[src/rtl/timer_arbiter.sv]
// Shared down-counting delay timer, granted round-robin to NUM_REQ requesters.
// The winner holds the timer for delay+1 cycles and then gets a one-cycle done pulse.
module timer_arbiter #(
  parameter int NUM_REQ     = 4,
  parameter int COUNT_WIDTH = 16
) (
  input  logic                           clk_in,
  input  logic                           reset_n_in,
  input  logic [NUM_REQ-1:0]             req_in,
  input  logic [NUM_REQ*COUNT_WIDTH-1:0] delay_in,
  output logic [NUM_REQ-1:0]             grant_out,
  output logic [NUM_REQ-1:0]             done_out,
  output logic                           busy_out
);

  localparam int IW = $clog2(NUM_REQ);
  localparam logic [IW:0] NR = NUM_REQ[IW:0];
  localparam logic [IW-1:0] LAST = IW'(NUM_REQ - 1);

  typedef enum logic [1:0] {
    IDLE,
    COUNT,
    RELEASE
  } state_t;

  state_t state_q;
  state_t state_d;

  logic [COUNT_WIDTH-1:0] cnt_q;
  logic [COUNT_WIDTH-1:0] cnt_d;
  logic [IW-1:0]          ptr_q;
  logic [IW-1:0]          ptr_d;
  logic [IW-1:0]          own_q;
  logic [IW-1:0]          own_d;
  logic [IW-1:0]          own_nxt;
  logic [IW-1:0]          win;
  logic [NUM_REQ-1:0]     grant_d;
  logic [NUM_REQ-1:0]     done_d;
  logic [COUNT_WIDTH-1:0] dly [NUM_REQ];

  for (genvar g = 0; g < NUM_REQ; g++) begin : g_dly
    assign dly[g] = delay_in[g*COUNT_WIDTH +: COUNT_WIDTH];
  end

  // Walk from the highest offset down so the lowest offset from ptr wins.
  always_comb begin
    logic [IW:0] c;
    c   = '0;
    win = ptr_q;
    for (int i = NUM_REQ - 1; i >= 0; i--) begin
      c = {1'b0, ptr_q} + (IW+1)'(i);
      if (c >= NR) c = c - NR;
      if (req_in[c[IW-1:0]]) win = c[IW-1:0];
    end
  end

  assign own_nxt = (own_q == LAST) ? '0 : own_q + 1'b1;

  always_comb begin
    state_d = state_q;
    cnt_d   = cnt_q;
    ptr_d   = ptr_q;
    own_d   = own_q;
    grant_d = grant_out;
    done_d  = '0;
    unique case (state_q)
      IDLE: begin
        grant_d = '0;
        if (|req_in) begin
          state_d      = COUNT;
          own_d        = win;
          cnt_d        = dly[win];
          grant_d[win] = 1'b1;
        end
      end
      COUNT: begin
        if (!req_in[own_q]) begin
          state_d = RELEASE;
          grant_d = '0;
          ptr_d   = own_nxt;
        end else if (cnt_q == '0) begin
          state_d        = RELEASE;
          grant_d        = '0;
          done_d[own_q]  = 1'b1;
          ptr_d          = own_nxt;
        end else begin
          cnt_d = cnt_q - 1'b1;
        end
      end
      RELEASE: begin
        state_d = IDLE;
        grant_d = '0;
      end
      default: begin
        state_d = IDLE;
        grant_d = '0;
      end
    endcase
  end

  always_ff @(posedge clk_in or negedge reset_n_in) begin
    if (!reset_n_in) begin
      state_q   <= IDLE;
      cnt_q     <= '0;
      ptr_q     <= '0;
      own_q     <= '0;
      grant_out <= '0;
      done_out  <= '0;
    end else begin
      state_q   <= state_d;
      cnt_q     <= cnt_d;
      ptr_q     <= ptr_d;
      own_q     <= own_d;
      grant_out <= grant_d;
      done_out  <= done_d;
    end
  end

  assign busy_out = (state_q != IDLE);

  a_grant_oh: assert property (@(posedge clk_in) disable iff (!reset_n_in)
    $onehot0(grant_out));
  a_done_oh: assert property (@(posedge clk_in) disable iff (!reset_n_in)
    $onehot0(done_out));
  a_no_overlap: assert property (@(posedge clk_in) disable iff (!reset_n_in)
    (grant_out & done_out) == '0);

endmodule

[config.mk]
export PLATFORM = sky130hd
export DESIGN_NAME = timer_arbiter
export DESIGN_NICKNAME = d
export VERILOG_FILES = /design/src/rtl/timer_arbiter.sv
export SDC_FILE = /design/constraint.sdc
export NUM_CORES = 1
export LEC_CHECK = 0
export ABC_AREA = 1
export CORE_MARGIN = 2
export CORE_UTILIZATION = 45
export DETAILED_ROUTE_END_ITERATION = 10
export PLACE_DENSITY = 0.77
export SYNTH_ARGS = -nofsm -noshare
export SYNTH_HDL_FRONTEND = slang
export SYNTH_SLANG_ARGS = --single-unit
[constraint.sdc]
create_clock -name clk_in -period 2.96 [get_ports clk_in]
set_clock_uncertainty 0.2 [all_clocks]
set_input_delay 0.74 -clock clk_in [delete_from_list [all_inputs] [get_ports clk_in]]
set_output_delay 0.74 -clock clk_in [all_outputs]
set_load 0.05 [all_outputs]
==> implementation parameters <==
Parameter                              Value

Critical path
  Cell seen most often among critical-path stages    nand2_1
  Crit end category    flip-flop
  CP Data Required Time    2.98 ns
  Worst path cell trace    clkdlybuf4s50_1 > inv_1 > o21ai_1 > nand2_1 > nand2_1 > nand2_1 > nand2_2 > nand3_4 > nand2_4 > inv_2 > nor2_4 > nand2_1 > nand3_1 > nand2_1 > nand2_1
  Startpoint of the most critical register-to-register path    cnt_q[0]$_DFFE_PN0P_
  R2R setup slack    0.36 ns
  Gate family responsible for the most delay along the worst path    simple AND/OR/NAND/NOR gates
  Crit Path Max Fanout    14
  Delay contributed by the slowest stage of the critical path    0.47 ns
  Critical path class    in2reg
  Launch point of the worst path    req_in[3]
  Slowest stage cell, crit path    clkdlybuf4s50_1
  Category of the worst setup path launch point    input port
  Buffers and inverters on the worst path    3
  Data arrival time of the worst path    2.69 ns

GRT
  Wire length of the first global-routing pass    11400 um
  Via count of the first global-routing pass    2423
  Overall Global Routing Usage    0.235
  Number of antenna violations at the first check in global routing    0
  Remaining Overflow, GRT    0
  Maximum number of pins on one net before global-route repair    31

Cells and area
  Diode insertion count for antenna repair    0
  Final-stage net count    543
  Fraction of layout instances using a drive strength above 1    0.0640
  Synthesis-to-finish area growth    37.7%

Floorplanning
  Die height    78.2 um
  Placeable core area    5410 um^2
  Core Rows    27
  Die footprint    6110 um^2
  Starting density of the core    0.458
  Die Span X    78.2 um
  Number of ports placed on the die boundary    79

Clock network
  TritonCTS Buffers    5
  Maximum count of clock buffers along a single path    2
  Hold buffers post-CTS    0
  Clock net sink count    30
  Clock tree from TritonCTS    built
  Clk slew on worst S/H paths    0.06 ns
  Root cell of the clock tree    clkbuf_8
  Later-pin clock latency in the skew report    0.28 ns
  Post-CTS setup buffer count    0
  CTS H-Tree Depth    2
  Resize count post-CTS    0

Route
  Vias post-DR    2722
  Total DRC errors in the routed layout    0
  Avg WL per Cell    12.9 um
  Final antenna-violating net count    0
  Number of optimization iterations in the first detailed-route pass    5
  Final Routed Wirelength    7000 um
  Per-cell via count in the routed design    5.03
  Detailed Route Iter0 Violations    210

STA
  Min cycle time layout    2.67 ns
  Highest achievable clock rate    0.374 GHz
  Period utilisation layout    0.902
  Count of final setup violators    0
  Final worst-path setup slack    0.289 ns
  Setup repair after global routing missed its margin    no
  Slew at the pin closest to its max-slew limit    0.511 ns
  Pins Over Slew Limit    0
  Final Hold Vio Count    0
  Worst slew margin relative to its limit    0.658
  Aggregate negative setup slack    0 ns

Yosys
  Ys async rst share    1.00
  Share of synthesized area spent on multiplexers    0
  Cells after Synth    389
  Area fraction of the dominant cell type after synthesis    0.303
  Parity-gate share of the synthesized area counting xor and xnor cells    0.0106
  Primary flip-flop cell chosen by synthesis mapping    dfrtp_1
  Number of enable flip-flop cells after synthesis    0
  Complex-gate fraction of the synthesized area    0.116
  Distinct cells, synth    30
  Fraction of the mapped netlist area in adder cells    0.0253
  Avg Inst Size Synth    6.37 um^2
  Synth Register Bits    30
  Sequential area share after synthesis    0.303
  Dominant combinational cell family by area after synthesis    simple AND/OR/NAND/NOR gates
  Synth Cell Area    2480 um^2
  Leading post-synthesis cells by cell area    dfrtp_1 (30%), nand2_1 (20%), nand3_1 (9.7%), inv_1 (7.6%), a21oi_1 (5.7%)
  Yosys warns    0
  Yosys top cell by area    dfrtp_1
  Synthesized Nets    464
  Post-synthesis share of cell area spent on and, or, nand and nor gates    0.423

Status
  Outcome    finished, final reports clean

Placed design
  Worst Setup Slack post-DPL    0.0258 ns
  Weighted congestion at the end of routability-driven global placement    0.912
  HPWL reported at the end of detailed placement    5480 um
  Quantity of I/O buffers inserted on ports    78

Worst hold path
  Worst hold start    cnt_q[10]$_DFFE_PN0P_
  Type of the worst min-delay path    reg2reg

Power
  Leakage    1.69 nW
  IR Drop Worst-Case VDD    0.691 mV
  Pwr dens    1110 nW/um^2

Flow run
  Count of maximum capacitance violations    0
## worst register-to-register path: stages, from the launching register on
cell and delay (ns):
dfrtp_1 0.40, inv_1 0.10, ha_1 0.20, nand2_1 0.09, nor2_2 0.10, nand2_1 0.15
nor2_2 0.17, nand3_2 0.22, nand2_1 0.14, nand2_2 0.11, inv_2 0.36, a31oi_1 0.12
nand2_1 0.09, nand2_1 0.04
## Yosys cell counts, types with 4 or more instances
| cell | number |
|---|---|
| nand2_1 | 130 |
| inv_1 | 50 |
| nand3_1 | 48 |
| dfrtp_1 | 30 |
| a21oi_1 | 28 |
| nor2_1 | 22 |
| o21ai_0 | 16 |
| nand3b_1 | 14 |
| a31oi_1 | 6 |
| buf_6 | 5 |
| ha_1 | 5 |
| clkbuf_1 | 4 |
| nand2_2 | 4 |
## cells in the final DEF, fill, tap and decap left out, types with 2 or more instances in the layout
master	n
a21oi_1	28
a31oi_1	6
buf_4	6
clkbuf_8	6
clkdlybuf4s50_1	78
dfrtp_1	30
ha_1	5
inv_1	50
inv_2	3
nand2_1	130
nand2_2	4
nand2_4	2
nand3_1	48
nand3b_1	14
nor2_1	22
nor2_2	2
nor2_4	2
nor3_1	2
o21ai_0	16
o21ai_1	2
xor2_1	2
## registers in the layout, summed over array words and instances (netlist names)
register	count
ptr_q	2
grant_out	4
own_q	2
done_out	4
state_q	2
cnt_q	16
## kinds of logic after synthesis
group / after synthesis
adders and majority gates: 5
xor gates and xnor gates: 3
DFF: 30
and+or+nand+nor: 230
buffers and inverters: 67
AOI/OAI and AO/OA: 54
## stage by stage
step | util | hold WS, ns | total power [mW] | instances | instance area, um^2
4_1_cts | 0.631 | 0.300 | 3.79 | 541 | 3410
2_1_floorplan | - | 0.244 | 2.80 | 389 | 2480
3_3_place_gp | 0.614 | 0.285 | 3.37 | 533 | 3320
6_report | 0.631 | 0.311 | 3.79 | 541 | 3410
5_1_grt | 0.631 | 0.333 | 4.20 | 541 | 3410
3_5_place_dp | 0.614 | 0.285 | 3.43 | 533 | 3320
## area by class of cell
| class | instances | area (um^2) |
|---|---|---|
| clock buffers | 7 | 86.3 |
| clock inverters | 1 | 5.00 |
| fillers | 487 | 2000 |
| inverters | 54 | 208 |
| multi-input cells | 292 | 1420 |
| flip-flops and latches | 30 | 751 |
| well taps | 72 | 90.1 |
| repair buffers | 85 | 846 |
## power by group
| part | switching, mW | leakage, nW | internal (mW) | total [mW] |
|---|---|---|---|---|
| combinational | 1.72 | 1.27 | 0.953 | 2.67 |
| sequential | 0.189 | 0.375 | 0.597 | 0.786 |
| clock | 0.148 | 0.0482 | 0.187 | 0.335 |
## metal layers
layer	track usage	up-vias	share of wire
met4	0.0649	0	0.0080
met1	0.360	1220	0.49
li1	-	1412	-
met5	0	-	0
met2	0.346	81	0.46
met3	0.0310	9	0.047
## worst paths after layout
path,end,cells past startpoint
max,cnt_q[6]$_DFFE_PN0P_,15
min,cnt_q[10]$_DFFE_PN0P_,2
max reg2reg,cnt_q[4]$_DFFE_PN0P_,13
min reg2reg,cnt_q[10]$_DFFE_PN0P_,2
max in group asynchronous,cnt_q[11]$_DFFE_PN0P_,2
min in group asynchronous,done_out[0]$_DFF_PN0_,2
Power figures use the tool's default switching activity.
